<file path="src/rtl/fft_pkg.sv">
// Shared types and sizing helpers for the FFT frame scheduler.
package fft_pkg;

  typedef enum logic [2:0] {
    ST_REST  = 3'd0,
    ST_WLOAD = 3'd1,
    ST_IDLE  = 3'd2,
    ST_FILL  = 3'd3,
    ST_ISSUE = 3'd4,
    ST_DRAIN = 3'd5
  } state_t;

  localparam int unsigned SAMPLE_W       = 16;
  localparam int unsigned NPOINT_DEFAULT = 3;

  function automatic int unsigned frame_len(input int unsigned npoint);
    return 32'd1 << npoint;
  endfunction

  function automatic int unsigned weight_num(input int unsigned npoint);
    return npoint * (frame_len(npoint) >> 1);
  endfunction

  localparam int unsigned FRAME_LEN  = frame_len(NPOINT_DEFAULT);
  localparam int unsigned WEIGHT_NUM = weight_num(NPOINT_DEFAULT);

endpackage

</file>
<file path="src/rtl/fft_frame_unpacker.sv">
// Parallel-load frame buffer emitted one sample per ready/valid beat, with last on the final slot.
module fft_frame_unpacker
  import fft_pkg::*;
#(
  parameter int unsigned NPOINT = 3
) (
  input  logic                              clk,
  input  logic                              rst,
  input  logic                              load,
  input  logic [(SAMPLE_W << NPOINT)-1:0]   frame_real,
  input  logic [(SAMPLE_W << NPOINT)-1:0]   frame_imag,
  output logic                              valid,
  input  logic                              ready,
  output logic [SAMPLE_W-1:0]               data_real,
  output logic [SAMPLE_W-1:0]               data_imag,
  output logic                              last,
  output logic                              done
);

  logic [(SAMPLE_W << NPOINT)-1:0] held_real;
  logic [(SAMPLE_W << NPOINT)-1:0] held_imag;
  logic [NPOINT-1:0]               slot;
  logic [NPOINT-1:0]               nxt;

  assign nxt  = slot + 1'b1;
  assign done = valid & ready & last;

  // Load a whole frame, then step through slots on each accepted beat.
  always_ff @(posedge clk or posedge rst) begin
    if (rst) begin
      held_real <= '0;
      held_imag <= '0;
      slot      <= '0;
      valid     <= 1'b0;
      last      <= 1'b0;
      data_real <= '0;
      data_imag <= '0;
    end else if (load) begin
      held_real <= frame_real;
      held_imag <= frame_imag;
      slot      <= '0;
      valid     <= 1'b1;
      last      <= 1'b0;
      data_real <= frame_real[SAMPLE_W-1:0];
      data_imag <= frame_imag[SAMPLE_W-1:0];
    end else if (valid && ready) begin
      if (last) begin
        valid <= 1'b0;
        last  <= 1'b0;
      end else begin
        slot      <= nxt;
        data_real <= held_real[SAMPLE_W*nxt +: SAMPLE_W];
        data_imag <= held_imag[SAMPLE_W*nxt +: SAMPLE_W];
        last      <= (nxt == '1);
      end
    end
  end

endmodule

</file>
<file path="src/rtl/fft_frame_scheduler.sv">
// Sequences the parallel FFT core: weight load, serial->frame packing, issue, and result drain.
module fft_frame_scheduler
  import fft_pkg::*;
#(
  parameter int unsigned NPOINT = 3
) (
  input  logic                              clk,
  input  logic                              rst,
  input  logic                              w_in_valid,
  output logic                              w_in_ready,
  input  logic [15:0]                       w_in_real,
  input  logic [15:0]                       w_in_imag,
  input  logic                              reload_weights,
  input  logic                              s_in_valid,
  output logic                              s_in_ready,
  input  logic [15:0]                       s_in_real,
  input  logic [15:0]                       s_in_imag,
  output logic                              s_out_valid,
  input  logic                              s_out_ready,
  output logic [15:0]                       s_out_real,
  output logic [15:0]                       s_out_imag,
  output logic                              s_out_last,
  output logic                              fft_weight_valid,
  output logic [15:0]                       fft_weight_real,
  output logic [15:0]                       fft_weight_imag,
  output logic                              fft_din_valid,
  input  logic                              fft_din_busy,
  output logic [(SAMPLE_W << NPOINT)-1:0]   fft_din_real,
  output logic [(SAMPLE_W << NPOINT)-1:0]   fft_din_imag,
  input  logic                              fft_dout_valid,
  output logic                              fft_dout_busy,
  input  logic [(SAMPLE_W << NPOINT)-1:0]   fft_dout_real,
  input  logic [(SAMPLE_W << NPOINT)-1:0]   fft_dout_imag,
  output logic                              weights_loaded
);

  localparam int unsigned       WCW    = 2 * NPOINT;
  localparam logic [WCW-1:0]    W_LAST = WCW'(weight_num(NPOINT) - 1);
  localparam logic [NPOINT-1:0] S_LAST = '1;

  state_t            state;
  logic [WCW-1:0]    wcnt;
  logic [NPOINT-1:0] scnt;
  logic              unpack_load;
  logic              drain_done;

  // Result capture happens the same edge the FSM leaves IDLE for DRAIN.
  assign unpack_load = (state == ST_IDLE) && fft_dout_valid;

  // Control FSM with registered handshakes, weight path and frame packer.
  always_ff @(posedge clk or posedge rst) begin
    if (rst) begin
      state            <= ST_REST;
      wcnt             <= '0;
      scnt             <= '0;
      w_in_ready       <= 1'b0;
      s_in_ready       <= 1'b0;
      fft_weight_valid <= 1'b0;
      fft_weight_real  <= '0;
      fft_weight_imag  <= '0;
      fft_din_valid    <= 1'b0;
      fft_din_real     <= '0;
      fft_din_imag     <= '0;
      fft_dout_busy    <= 1'b1;
      weights_loaded   <= 1'b0;
    end else begin
      fft_weight_valid <= 1'b0;
      case (state)
        ST_REST: begin
          wcnt       <= '0;
          w_in_ready <= 1'b1;
          state      <= ST_WLOAD;
        end
        ST_WLOAD: begin
          if (w_in_valid && w_in_ready) begin
            fft_weight_valid <= 1'b1;
            fft_weight_real  <= w_in_real;
            fft_weight_imag  <= w_in_imag;
            if (wcnt == W_LAST) begin
              wcnt           <= '0;
              weights_loaded <= 1'b1;
              w_in_ready     <= 1'b0;
              fft_dout_busy  <= 1'b0;
              state          <= ST_IDLE;
            end else begin
              wcnt <= wcnt + 1'b1;
            end
          end
        end
        ST_IDLE: begin
          if (fft_dout_valid) begin
            fft_dout_busy <= 1'b1;
            state         <= ST_DRAIN;
          end else if (reload_weights) begin
            weights_loaded <= 1'b0;
            w_in_ready     <= 1'b1;
            fft_dout_busy  <= 1'b1;
            state          <= ST_WLOAD;
          end else if (s_in_valid) begin
            s_in_ready    <= 1'b1;
            fft_dout_busy <= 1'b1;
            state         <= ST_FILL;
          end
        end
        ST_FILL: begin
          if (s_in_valid && s_in_ready) begin
            fft_din_real[SAMPLE_W*scnt +: SAMPLE_W] <= s_in_real;
            fft_din_imag[SAMPLE_W*scnt +: SAMPLE_W] <= s_in_imag;
            if (scnt == S_LAST) begin
              scnt          <= '0;
              s_in_ready    <= 1'b0;
              fft_din_valid <= 1'b1;
              state         <= ST_ISSUE;
            end else begin
              scnt <= scnt + 1'b1;
            end
          end
        end
        ST_ISSUE: begin
          if (!fft_din_busy) begin
            fft_din_valid <= 1'b0;
            fft_dout_busy <= 1'b0;
            state         <= ST_IDLE;
          end
        end
        ST_DRAIN: begin
          if (drain_done) begin
            fft_dout_busy <= 1'b0;
            state         <= ST_IDLE;
          end
        end
        default: begin
          w_in_ready     <= 1'b0;
          s_in_ready     <= 1'b0;
          fft_din_valid  <= 1'b0;
          fft_dout_busy  <= 1'b1;
          weights_loaded <= 1'b0;
          state          <= ST_REST;
        end
      endcase
    end
  end

  fft_frame_unpacker #(.NPOINT(NPOINT)) u_unpacker (
    .clk        (clk),
    .rst        (rst),
    .load       (unpack_load),
    .frame_real (fft_dout_real),
    .frame_imag (fft_dout_imag),
    .valid      (s_out_valid),
    .ready      (s_out_ready),
    .data_real  (s_out_real),
    .data_imag  (s_out_imag),
    .last       (s_out_last),
    .done       (drain_done)
  );

endmodule
</file>
<file path="config.mk">
export PLATFORM = sky130hd
export DESIGN_NAME = fft_frame_scheduler
export DESIGN_NICKNAME = d
export VERILOG_FILES = /design/src/rtl/fft_pkg.sv /design/src/rtl/fft_frame_unpacker.sv /design/src/rtl/fft_frame_scheduler.sv
export SDC_FILE = /design/constraint.sdc
export NUM_CORES = 1
export LEC_CHECK = 0
export ABC_AREA = 0
export CORE_AREA = 2 2 253 255
export CTS_BUF_LIST = sky130_fd_sc_hd__clkbuf_2 sky130_fd_sc_hd__clkbuf_4 sky130_fd_sc_hd__clkbuf_8
export DETAILED_ROUTE_END_ITERATION = 10
export DIE_AREA = 0 0 255 257
export PLACE_DENSITY_LB_ADDON = 0.2
export SYNTH_ARGS = -nofsm -noshare
export SYNTH_HDL_FRONTEND = slang
export SYNTH_SLANG_ARGS = --single-unit
export TNS_END_PERCENT = 100
</file>
<file path="constraint.sdc">
create_clock -name clk -period 40.7 [get_ports clk]
set_input_delay 8.14 -clock clk [delete_from_list [all_inputs] [get_ports clk]]
set_output_delay 8.14 -clock clk [all_outputs]
set_load 0.02 [all_outputs]
</file>
==> metrics.yaml, run 1 <==
start_util: 0.407
grt.overflow.total: 0
period_minus_slack_ns: 12.29
grtUsageTotal: 0.244
clock-skew-final_ns: 0.0236
postSynth.topFlopCell: "dfrtp_1"
placement.setup.worst_slack_ns: 27.48
worstSetupStartpointType: "primary input"
cts_htree_levels: 3
ys_types: 62
starting_drt_drc_count: 1417
rr_startpoint: "scnt[0]"
crit_path_cell_trace: "clkdlybuf4s50_1 -> inv_8 -> buf_4 -> buf_4 -> buf_4 -> buf_4"
clkSlewWorstSetupHoldPaths_ns: 0.06
synth_seq_cells: 599
critPathSlowestCell: "buf_4"
max-slew-margin-rel: 0.0995
synth_fp_nets: 2695
p_leak_nw: 16.8
worst_path_most_repeated_cell: "buf_4"
gates_resized_cts_repair: 0
post_synth_instance_area_um2: 25500
final_cell_count_no_fill: 3913
crit_path_max_fanout: 136
vdd_drop_max_uv: 49.3
clk_latency_ns: 0.69
cp-end-kind: "async pin"
power-per-cell-area_nw_per_um2: 64.9
drt_first_pass_iters: 5
worstMarginPinSlew_ns: 1.35
cts_root_buffer: "clkbuf_8"
number_of_ports_placed_on_the_die_boundary: 656
largest_net_degree_at_the_start_of_global_routing: 174
final_nets: 3330
synthToLayoutAreaGrowth_pct: 36.6
final_critical_path_setup_slack_ns: 28.41
routed_wl_um: 80500
max-cap-violations: 0
post-route-drc-count: 0
dpl.cell_count: 3738
die_x_um: 255
wl_per_cell_um: 20.6
max-clock-path-buffers: 3
n_fill_cell: 5368
cts.sinks: 599
tritoncts.num_buffers: 100
final_min_period_over_clock_period: 0.302
syn_area_per_cell_um2: 10.8
proportion_of_layout_cells_with_a_drive_suffix_above_1: 0.144
min_from: "u_unpacker.held_imag[127]"
detailed_place_hpwl_um: 57200
ant_nets: 0
setup-tns-final_ns: 0
final.hold.worst_slack_ns: 0.467
arrival_ns: 12.94
worstHoldPathType: "reg -> reg"
cts_setup_buffers: 0
outcome: "finished clean"
postSynth.asyncResetShare: 1.00
comb_power_share: 0.364
power.share.clock: 0.245
synth_enable_flop_cells: 0
hold_buffers: 0
floorplan.core_area_um2: 62700
timing.setup.critical_path_class: "in -> async"
total_die_area_um2: 65500
max_clock_freq_mhz: 81.4
max_stage_delay_ns: 0.91
seqPwrFrac: 0.392
final_max_slew_viol_count: 0
hold_viol_final: 0
grt_first_pass_wirelength_um: 123000
die_h_um: 257
gp_routability_congestion: 0.842
timing.final.setup_violations: 0
power_switching_share: 0.354
cts_tree: "done"
first_global_vias: 20600
intPower_mw: 1.46
initial_antenna_violation_count: 9
cp_data_required_time_ns: 41.35
synth_cells: 2359
dr_total_vias: 19900
port_buffers: 655
worstSetupStartpoint: "rst"
via_per_inst: 5.09
seq_area_frac_synth: 0.587
std_cell_rows: 92
yosys_warnings: 0
switching_component_of_the_power_mw: 0.803
grt_setup_unrepaired: "no"
-- layer usage --
| layer | global-route usage | wire length, µm |
|---|---|---|
| met5 | 0 | 60 |
| met4 | 0.0856 | 2030 |
| met3 | 0.0593 | 6260 |
| met2 | 0.401 | 39300 |
| met1 | 0.315 | 32900 |
-- per-stage QoR --
| step | util | area [µm²] | power, mW |
|---|---|---|---|
| 4_1_cts | 0.556 | 34900 | 2.29 |
| 3_3_place_gp | 0.523 | 32800 | 1.70 |
| 3_5_place_dp | 0.523 | 32800 | 1.72 |
| 2_1_floorplan | - | 25500 | 1.40 |
| 6_report | 0.556 | 34900 | 2.26 |
| 5_1_grt | 0.556 | 34900 | 2.41 |
-- placed cells by master (no fill, tap or decap), types with 26 or more instances in the layout --
cell,n
clkbuf_8,121
mux2i_1,66
dfrtp_1,597
o21ai_0,101
mux2_2,153
nor2_1,26
and2_1,33
clkdlybuf4s50_1,655
mux4_2,63
clkbuf_4,30
nand2_1,846
a21boi_0,31
inv_1,76
-- synthesized netlist by cell type (all sizes together) (6+ instances only) --
cell / number / area share
nand2: 846 / 0.12
dfrtp: 598 / 0.59
mux2: 157 / 0.069
clkbuf: 111 / 0.016
o21ai: 103 / 0.020
inv: 78 / 0.011
mux2i: 66 / 0.026
mux4: 63 / 0.056
buf: 36 / 0.0081
and2: 33 / 0.0081
a21boi: 32 / 0.0094
nor2: 28 / 0.0041
nand3: 23 / 0.0045
a21o: 22 / 0.0065
and3: 22 / 0.0054
nand4: 22 / 0.0054
o31ai: 22 / 0.0065
a22o: 17 / 0.0058
nor3: 11 / 0.0037
ha: 8 / 0.0039
nand2b: 6 / 0.0015
nor4: 6 / 0.0023
-- cell families (layout without fill, tap and decap cells) --
logic type	after synthesis	after routing	synth area share
xor gates and xnor gates	6	6	0.00206
adders and majority gates	8	8	0.00392
DFF	599	599	0.587
muxes	286	286	0.151
buffers and inverters	225	929	0.0359
AOI/OAI and AO/OA	219	219	0.0556
other	0	4	0
and+or+nand+nor	1016	1016	0.165
-- power by group through the flow --
stage | combinational, mW | clock (mW) | sequential, mW
after detailed placement | 0.828 | 0 | 0.895
after global routing | 0.903 | 0.596 | 0.909
after global placement | 0.810 | 0 | 0.886
final | 0.823 | 0.554 | 0.886
after floorplan | 0.474 | 0 | 0.922
after CTS | 0.831 | 0.569 | 0.886
-- registers in the layout, indices dropped and copies added, names as in the netlist, 16 cells and up --
register,flops
fft_din_imag,128
fft_din_real,128
fft_weight_imag,16
fft_weight_real,16
u_unpacker.data_imag,16
u_unpacker.data_real,16
u_unpacker.held_imag,128
u_unpacker.held_real,128
-- area by class of cell --
type                    count  area (µm²)  area share
diodes                      4        10.0    0.000287
clock buffers             151        1890      0.0542
clock inverters            20         195     0.00559
inverters                  78         300     0.00861
multi-input cells        1535        9690       0.278
flip-flops and latches    599       15000       0.430
well taps                 846        1060      0.0303
repair buffers            680        6760       0.194
-- final timing paths --
kind | endpoint | slack (ns) | depth (start not counted)
min in group asynchronous | u_unpacker.held_imag[24] | 8.04 | 2
max in group clk | u_unpacker.data_real[15] | 29.81 | 7
worst max-delay path | fft_din_real[85] | 28.41 | 6
worst max register to register | fft_din_real[86] | 36.37 | 7
worst min register to register | u_unpacker.held_imag[127] | 0.47 | 2
worst min-delay path | u_unpacker.held_imag[127] | 0.47 | 2
-- critical path: cells and delay by family --
family / cells / cell delay, ns
buffers and inverters: 6 / 4.54
Power figures use the tool's default switching activity.
==> run 2: changes to the inputs <==
--- a/config.mk
+++ b/config.mk
@@ -6,10 +6,10 @@
 export NUM_CORES = 1
 export LEC_CHECK = 0
 export ABC_AREA = 0
-export CORE_AREA = 2 2 253 255
+export CORE_AREA = 2 2 255 257
 export CTS_BUF_LIST = sky130_fd_sc_hd__clkbuf_2 sky130_fd_sc_hd__clkbuf_4 sky130_fd_sc_hd__clkbuf_8
 export DETAILED_ROUTE_END_ITERATION = 10
-export DIE_AREA = 0 0 255 257
+export DIE_AREA = 0 0 257 259
 export PLACE_DENSITY_LB_ADDON = 0.2
 export SYNTH_ARGS = -nofsm -noshare
 export SYNTH_HDL_FRONTEND = slang
==> constraint.sdc (replaced) <==
create_clock -name clk -period 12.9 [get_ports clk]
set_input_delay 2.58 -clock clk [delete_from_list [all_inputs] [get_ports clk]]
set_output_delay 2.58 -clock clk [all_outputs]
set_load 0.02 [all_outputs]
==> run 2 against run 1 <==
  * Clock skew up 0.0017 ns
  * Final cell count is 0.79% higher
  * Non-clock buffer count rose by 1
  * Largest cell class unchanged
  * Critical path depth did not move
  * First-iteration DRC count is 0.35% lower
  * Total power rose to 3.2 times the previous value
  * Final area up 0.78%
  * Sequential share of layout area decreased by 0.33 points
  * Largest power group unchanged
  * Wire length grew 0.88%
==> metrics.yaml, run 2 (same netlist as run 1, synthesis figures left out) <==
outcome: "finished clean"  # unchanged
tritoncts.num_buffers: 104  # was 100
detailed_place.area_um2: 32800  # about the same
rr_startpoint: "scnt[0]"  # unchanged
max-clock-path-buffers: 3  # unchanged
final_cell_count_no_fill: 3944  # was 3913
most_common_library_cell_in_the_layout_ignoring_fill_and_taps: "nand2_1"  # unchanged
initial_antenna_violation_count: 25  # was 9
std_cell_rows: 93  # was 92
n_fill_cell: 5518  # was 5368
total_die_area_um2: 66600  # was 65500 µm²
post-route-cell-area_um2: 35200  # was 34900 µm²
ant_nets: 0  # unchanged
max_stage_delay_ns: 1.00  # was 0.91 ns
period_minus_slack_ns: 5.43
dr_total_vias: 19900  # about the same
clkSlewWorstSetupHoldPaths_ns: 0.06  # about the same
detailed_place_hpwl_um: 57600  # was 57200 µm
p_leak_nw: 17.0  # was 16.8 nW
grt_setup_unrepaired: "no"  # unchanged
drt_first_pass_iters: 5  # unchanged
clock-skew-final_ns: 0.0254  # was 0.0236 ns
min_to: "u_unpacker.held_imag[125]"  # was u_unpacker.held_imag[127]
dpl.cell_count: 3748  # was 3738
proportion_of_layout_cells_with_a_drive_suffix_above_1: 0.149  # was 0.144
final_cell_mix: "846 x nand2_1, 655 x clkdlybuf4s50_1, 597 x dfrtp_1, 153 x mux2_2, 131 x clkbuf_8"  # was 846 x nand2_1, 655 x clkdlybuf4s50_1, 597 x dfrtp_1, 153 x mux2_2, 121 x clkbuf_8
worstHoldPathType: "reg -> reg"  # unchanged
max-cap-violations: 0  # unchanged
start_util: 0.400  # was 0.407
largest_net_degree_at_the_start_of_global_routing: 206  # was 174
starting_drt_drc_count: 1412  # was 1417
crit_path_max_fanout: 28  # was 136
cts.sinks: 599  # unchanged
worst-r2r-setup-slack_ns: 8.50  # was 36.37 ns
hold_viol_final: 0  # unchanged
min_from: "u_unpacker.held_imag[125]"  # was u_unpacker.held_imag[127]
grtUsageTotal: 0.241  # was 0.244
cts_tree: "done"  # unchanged
path_buf_inv: 2  # was 6
worstSetupStartpointType: "primary input"  # unchanged
arrival_ns: 6.04  # was 12.94 ns
cts_root_buffer: "clkbuf_8"  # unchanged
crit_path_cell_trace: "clkdlybuf4s50_1 -> nand2_1 -> or4_1 -> nor3_4 -> buf_4 -> mux2i_1"  # was clkdlybuf4s50_1 -> inv_8 -> buf_4 -> buf_4 -> buf_4 -> buf_4
area_occupied_by_multi_input_gates_um2: 9690  # unchanged
gp_routability_congestion: 0.866  # was 0.842
path_delay_family: "simple AND/OR/NAND/NOR gates"  # was buffers and inverters
max-slew-margin-rel: 0.187  # was 0.0995
worst_hold_path.num_cells: 2  # unchanged
wl_per_cell_um: 20.6  # about the same
report.power.total_mw: 7.29  # was 2.26 mW
grt.overflow.total: 0  # unchanged
regToRegEndpoint: "fft_din_imag[101]"  # was fft_din_real[86]
cts_htree_levels: 3  # unchanged
vdd_drop_max_uv: 188  # was 49.3 µV
clk_latency_ns: 0.70  # was 0.69 ns
post-route-drc-count: 0  # unchanged
cp_data_required_time_ns: 13.52  # was 41.35 ns
timing.final.setup_violations: 0  # unchanged
gates_resized_cts_repair: 0  # unchanged
floorplan.core_area_um2: 63900  # was 62700 µm²
power-per-cell-area_nw_per_um2: 207  # was 64.9 nW/µm²
cts_setup_buffers: 0  # unchanged
routed_wl_um: 81200  # was 80500 µm
final_min_period_over_clock_period: 0.421
die_x_um: 257  # was 255 µm
hold_buffers: 0  # unchanged
synthToLayoutAreaGrowth_pct: 37.7  # was 36.6%
port_buffers: 655  # unchanged
final_max_slew_viol_count: 0  # unchanged
critPathSlowestCell: "or4_1"  # was buf_4
first_global_vias: 20500  # was 20600
via_per_inst: 5.04  # was 5.09
cp-end-kind: "flip-flop"  # was async pin
final_nets: 3335  # was 3330
rr_worst_depth: 7  # unchanged
timing.setup.critical_path_class: "in -> reg"  # was in -> async
worstMarginPinSlew_ns: 1.21  # was 1.35 ns
number_of_ports_placed_on_the_die_boundary: 656  # unchanged
setup-tns-final_ns: 0  # unchanged
grt_first_pass_wirelength_um: 124000  # was 123000 µm
die_h_um: 259  # was 257 µm
max_clock_freq_mhz: 184
ff_latch_area_um2: 15000  # unchanged
[run 2: cell types whose count changed in the layout (fill, tap and decap cells not counted)]
cell and change:
buf_4 -1, clkbuf_4 +3, clkinv_8 +2, diode_2 +4
clkinv_2 +2, clkinv_4 -1, clkbuf_8 +10, inv_6 -1
inv_12 +2, buf_12 +2
[run 2: area by class of cell]
type,instances,area share
antenna,8,0.000569
clock buffer,164,0.0583
clock inverter,24,0.00729
sequential,599,0.426
timing repair buffer,681,0.193
multi-input combinational,1535,0.276
tap,855,0.0304
inverter,78,0.00843
[run 2: tightest hold or removal path: stages (launching register included)]
cell,delay (ns)
dfrtp_1,0.34
nand2_1,0.05
nand2_1,0.05
[run 2: where the power goes]
part	internal, mW	leakage [nW]	switching (mW)
Combinational	1.19	8.20	1.42
Sequential	2.44	7.54	0.364
Clock	1.08	1.23	0.809
Total	4.70	17.0	2.59
[run 2: per-stage QoR]
| step | setup WS [ns] | util | hold slack (ns) |
|---|---|---|---|
| floorplan | 2.15 | - | 0.438 |
| global placement | 6.87 | 0.514 | 0.452 |
| detailed placement | 6.74 | 0.514 | 0.458 |
| CTS | 7.54 | 0.550 | 0.472 |
| global route | 7.31 | 0.550 | 0.486 |
| finish | 7.47 | 0.550 | 0.472 |
[run 2: worst max-delay path by stage]
| stage | start | endpoint | slack [ns] | cells past startpoint |
|---|---|---|---|---|
| after floorplan | rst | fft_din_imag[0] | 2.15 | 1 |
| after global placement | s_in_valid | fft_din_imag[107] | 6.87 | 6 |
| after detailed placement | s_in_valid | fft_din_imag[101] | 6.74 | 6 |
| after CTS | s_in_valid | fft_din_imag[101] | 7.54 | 6 |
| after global routing | s_in_valid | fft_din_imag[101] | 7.31 | 6 |
| final | s_in_valid | fft_din_imag[101] | 7.47 | 6 |
[run 2: layer usage]
metal  routed length [µm]  vias to the layer above  track usage
li1                     -                     9129            -
met1                31900                     9785        0.294
met2                38600                      737        0.393
met3                 7320                      181       0.0834
met4                 3150                       36       0.0998
met5                  240                        -            0
==> run 3: changes to the inputs <==
--- a/config.mk
+++ b/config.mk
@@ -6,10 +6,10 @@
 export NUM_CORES = 1
 export LEC_CHECK = 0
 export ABC_AREA = 0
-export CORE_AREA = 2 2 255 257
+export CORE_AREA = 2 2 253 255
 export CTS_BUF_LIST = sky130_fd_sc_hd__clkbuf_2 sky130_fd_sc_hd__clkbuf_4 sky130_fd_sc_hd__clkbuf_8
 export DETAILED_ROUTE_END_ITERATION = 10
-export DIE_AREA = 0 0 257 259
+export DIE_AREA = 0 0 255 257
 export PLACE_DENSITY_LB_ADDON = 0.2
 export SYNTH_ARGS = -nofsm -noshare
 export SYNTH_HDL_FRONTEND = slang
==> constraint.sdc (replaced) <==
create_clock -name clk -period 4.5 [get_ports clk]
set_input_delay 0.9 -clock clk [delete_from_list [all_inputs] [get_ports clk]]
set_output_delay 0.9 -clock clk [all_outputs]
set_load 0.02 [all_outputs]
==> run 3 against run 2 <==
  * Final area is 0.13% higher
  * Register-to-register slack worse by 7.1 ns
  * Worst hold slack worse by 0.0052 ns
  * First-iteration DRC count is 10% lower
  * Utilization is 1.1 points higher
  * Total power grew to 2.8 times the previous value
  * Sequential power grew to 2.8 times the previous value
  * Clock power grew to 2.7 times the previous value
  * Largest cell class unchanged
  * Via count is 0.46% higher
  * Combinational power grew to 2.9 times the previous value
  * Non-clock buffer count is 20 higher
  * Worst setup slack worse by 6.1 ns
==> metrics.yaml, run 3 (same netlist as run 1, synthesis figures left out) <==
cp-end-kind: "flip-flop"  # unchanged
ff_latch_area_um2: 15000  # unchanged
number_of_ports_placed_on_the_die_boundary: 656  # unchanged
rr_worst_depth: 8  # was 7
floorplan.core_area_um2: 62700  # was 63900 µm²
min_to: "u_unpacker.held_real[94]"  # was u_unpacker.held_imag[125]
grt.overflow.total: 0  # unchanged
seqPwrFrac: 0.385  # was 0.384
routed_wl_um: 81600  # was 81200 µm
period_minus_slack_ns: 3.14
die_x_um: 255  # was 257 µm
largest_net_degree_at_the_start_of_global_routing: 156  # was 206
via_per_inst: 5.07  # was 5.04
port_buffers: 655  # unchanged
regToRegEndpoint: "fft_din_real[30]"  # was fft_din_imag[101]
grt_first_pass_wirelength_um: 124000  # about the same
rr_startpoint: "scnt[0]"  # unchanged
n_fill_cell: 5324  # was 5518
max-slew-margin-rel: 0.280  # was 0.187
most_common_library_cell_in_the_layout_ignoring_fill_and_taps: "nand2_1"  # unchanged
power-per-cell-area_nw_per_um2: 587  # was 207 nW/µm²
cts_setup_buffers: 0  # unchanged
cp_data_required_time_ns: 5.08  # was 13.52 ns
gp_routability_congestion: 0.859  # was 0.866
max-clock-path-buffers: 3  # unchanged
intPower_mw: 13.3  # was 4.70 mW
start_util: 0.407  # was 0.400
timing.final.setup_violations: 0  # unchanged
final_critical_path_setup_slack_ns: 1.36  # was 7.47 ns
clock-skew-final_ns: 0.0229  # was 0.0254 ns
die_h_um: 257  # was 259 µm
final_max_slew_viol_count: 0  # unchanged
first_global_vias: 20500  # about the same
power.share.clock: 0.247  # was 0.259
starting_drt_drc_count: 1266  # was 1412
p_leak_nw: 17.0  # about the same
comb_power_share: 0.368  # was 0.357
arrival_ns: 3.72  # was 6.04 ns
max-cap-violations: 0  # unchanged
power_switching_share: 0.358  # was 0.356
cts_root_buffer: "clkbuf_8"  # unchanged
dr_total_vias: 20000  # was 19900
final_cell_mix: "846 x nand2_1, 655 x clkdlybuf4s50_1, 597 x dfrtp_1, 153 x mux2_2, 129 x clkbuf_8"  # was 846 x nand2_1, 655 x clkdlybuf4s50_1, 597 x dfrtp_1, 153 x mux2_2, 131 x clkbuf_8
hold_buffers: 0  # unchanged
final_nets: 3350  # was 3335
vdd_drop_max_uv: 467  # was 188 µV
max_clock_freq_mhz: 319
detailed_place_hpwl_um: 59400  # was 57600 µm
worstMarginPinSlew_ns: 1.07  # was 1.21 ns
cts_htree_levels: 3  # unchanged
cts.sinks: 599  # unchanged
cts_tree: "done"  # unchanged
synthToLayoutAreaGrowth_pct: 37.9  # was 37.7%
drt_first_pass_iters: 5  # unchanged
std_cell_rows: 92  # was 93
clkSlewWorstSetupHoldPaths_ns: 0.06  # about the same
gates_resized_cts_repair: 0  # unchanged
min_from: "u_unpacker.held_real[94]"  # was u_unpacker.held_imag[125]
worstHoldPathType: "reg -> reg"  # unchanged
clk_latency_ns: 0.71  # was 0.70 ns
wl_per_cell_um: 20.7  # was 20.6 µm
outcome: "finished clean"  # unchanged
post-route-drc-count: 0  # unchanged
total_die_area_um2: 65500  # was 66600 µm²
worst-r2r-setup-slack_ns: 1.36  # was 8.50 ns
crit_path_max_fanout: 26  # was 28
report.power.total_mw: 20.7  # was 7.29 mW
area_occupied_by_multi_input_gates_um2: 9690  # unchanged
hold_viol_final: 0  # unchanged
ant_nets: 0  # unchanged
worst_hold_path.num_cells: 2  # unchanged
timing.setup.critical_path_class: "reg -> reg"  # was in -> reg
final_min_period_over_clock_period: 0.697
proportion_of_layout_cells_with_a_drive_suffix_above_1: 0.151  # was 0.149
initial_antenna_violation_count: 9  # was 25
grtUsageTotal: 0.247  # was 0.241
fin_util: 0.561  # was 0.550
worstSetupStartpointType: "flip-flop"  # was primary input
tritoncts.num_buffers: 99  # was 104
switching_component_of_the_power_mw: 7.41  # was 2.59 mW
grt_setup_unrepaired: "no"  # unchanged
placement.setup.worst_slack_ns: 0.781  # was 6.74 ns
-- run 3: cell count changes in the layout (fill, tap and decap cells not counted) --
cell	delta
buf_4	+13
buf_12	+7
diode_2	-6
bufinv_16	-3
clkbuf_4	-3
inv_8	+3
clkbuf_8	-2
clkinv_2	-2
clkinv_8	-1
clkinvlp_4	-1
inv_12	-1
inv_6	-1
-- run 3: how the worst max path moves through the flow --
stage                     slack, ns          endpoint  depth (start not counted)        from
after global routing           1.15  fft_din_real[26]                          8     scnt[1]
after floorplan               -4.57   fft_din_imag[0]                          1         rst
after detailed placement       0.78  fft_din_imag[72]                          7  s_in_valid
final                          1.36  fft_din_real[30]                          8     scnt[0]
after CTS                      1.40  fft_din_real[22]                          8     scnt[1]
after global placement         0.81  fft_din_real[96]                          6  s_in_valid
-- run 3: layout make-up --
cell class / instances / share of cell area
Multi-Input combinational cell: 1535 / 0.275
Inverter: 78 / 0.00842
Antenna cell: 2 / 0.000142
Clock inverter: 18 / 0.00402
Timing Repair Buffer: 701 / 0.200
Sequential cell: 599 / 0.426
Tap cell: 846 / 0.0301
Clock buffer: 159 / 0.0568
-- run 3: through the flow --
step / setup TNS (ns) / area, µm² / hold WS, ns / std cells
after floorplan: -2734.19 / 25500 / 0.438 / 2359
after global placement: 0 / 33100 / 0.452 / 3759
after detailed placement: 0 / 33100 / 0.458 / 3759
after CTS: 0 / 35200 / 0.470 / 3936
after global routing: 0 / 35200 / 0.485 / 3937
final: 0 / 35200 / 0.467 / 3938
-- run 3: layer usage --
layer | routed length (µm) | track usage | up-vias | share of wire
met4 | 2610 | 0.0913 | 12 | 0.032
met3 | 6480 | 0.0624 | 133 | 0.079
li1 | - | - | 9140 | -
met1 | 33000 | 0.315 | 9973 | 0.40
met2 | 39400 | 0.406 | 702 | 0.48
met5 | 70 | 0 | - | 0.00086
-- run 3: worst max-delay path, stage by stage, from the launching register on --
cell     delay [ns]
dfrtp_1        0.36
inv_2          0.08
ha_1           0.22
ha_1           0.42
nand2_1        0.29
nor2_1         0.68
nand2_1        0.30
buf_4          0.34
mux2_2         0.32
-- run 3: power by group through the flow --
stage	Clock [mW]	Sequential (mW)	Combinational, mW
finish	5.10	7.97	7.61
global route	5.45	8.16	8.30
CTS	5.21	7.96	7.66
detailed placement	0	8.04	7.64
global placement	0	7.95	7.45
floorplan	0	8.34	4.29
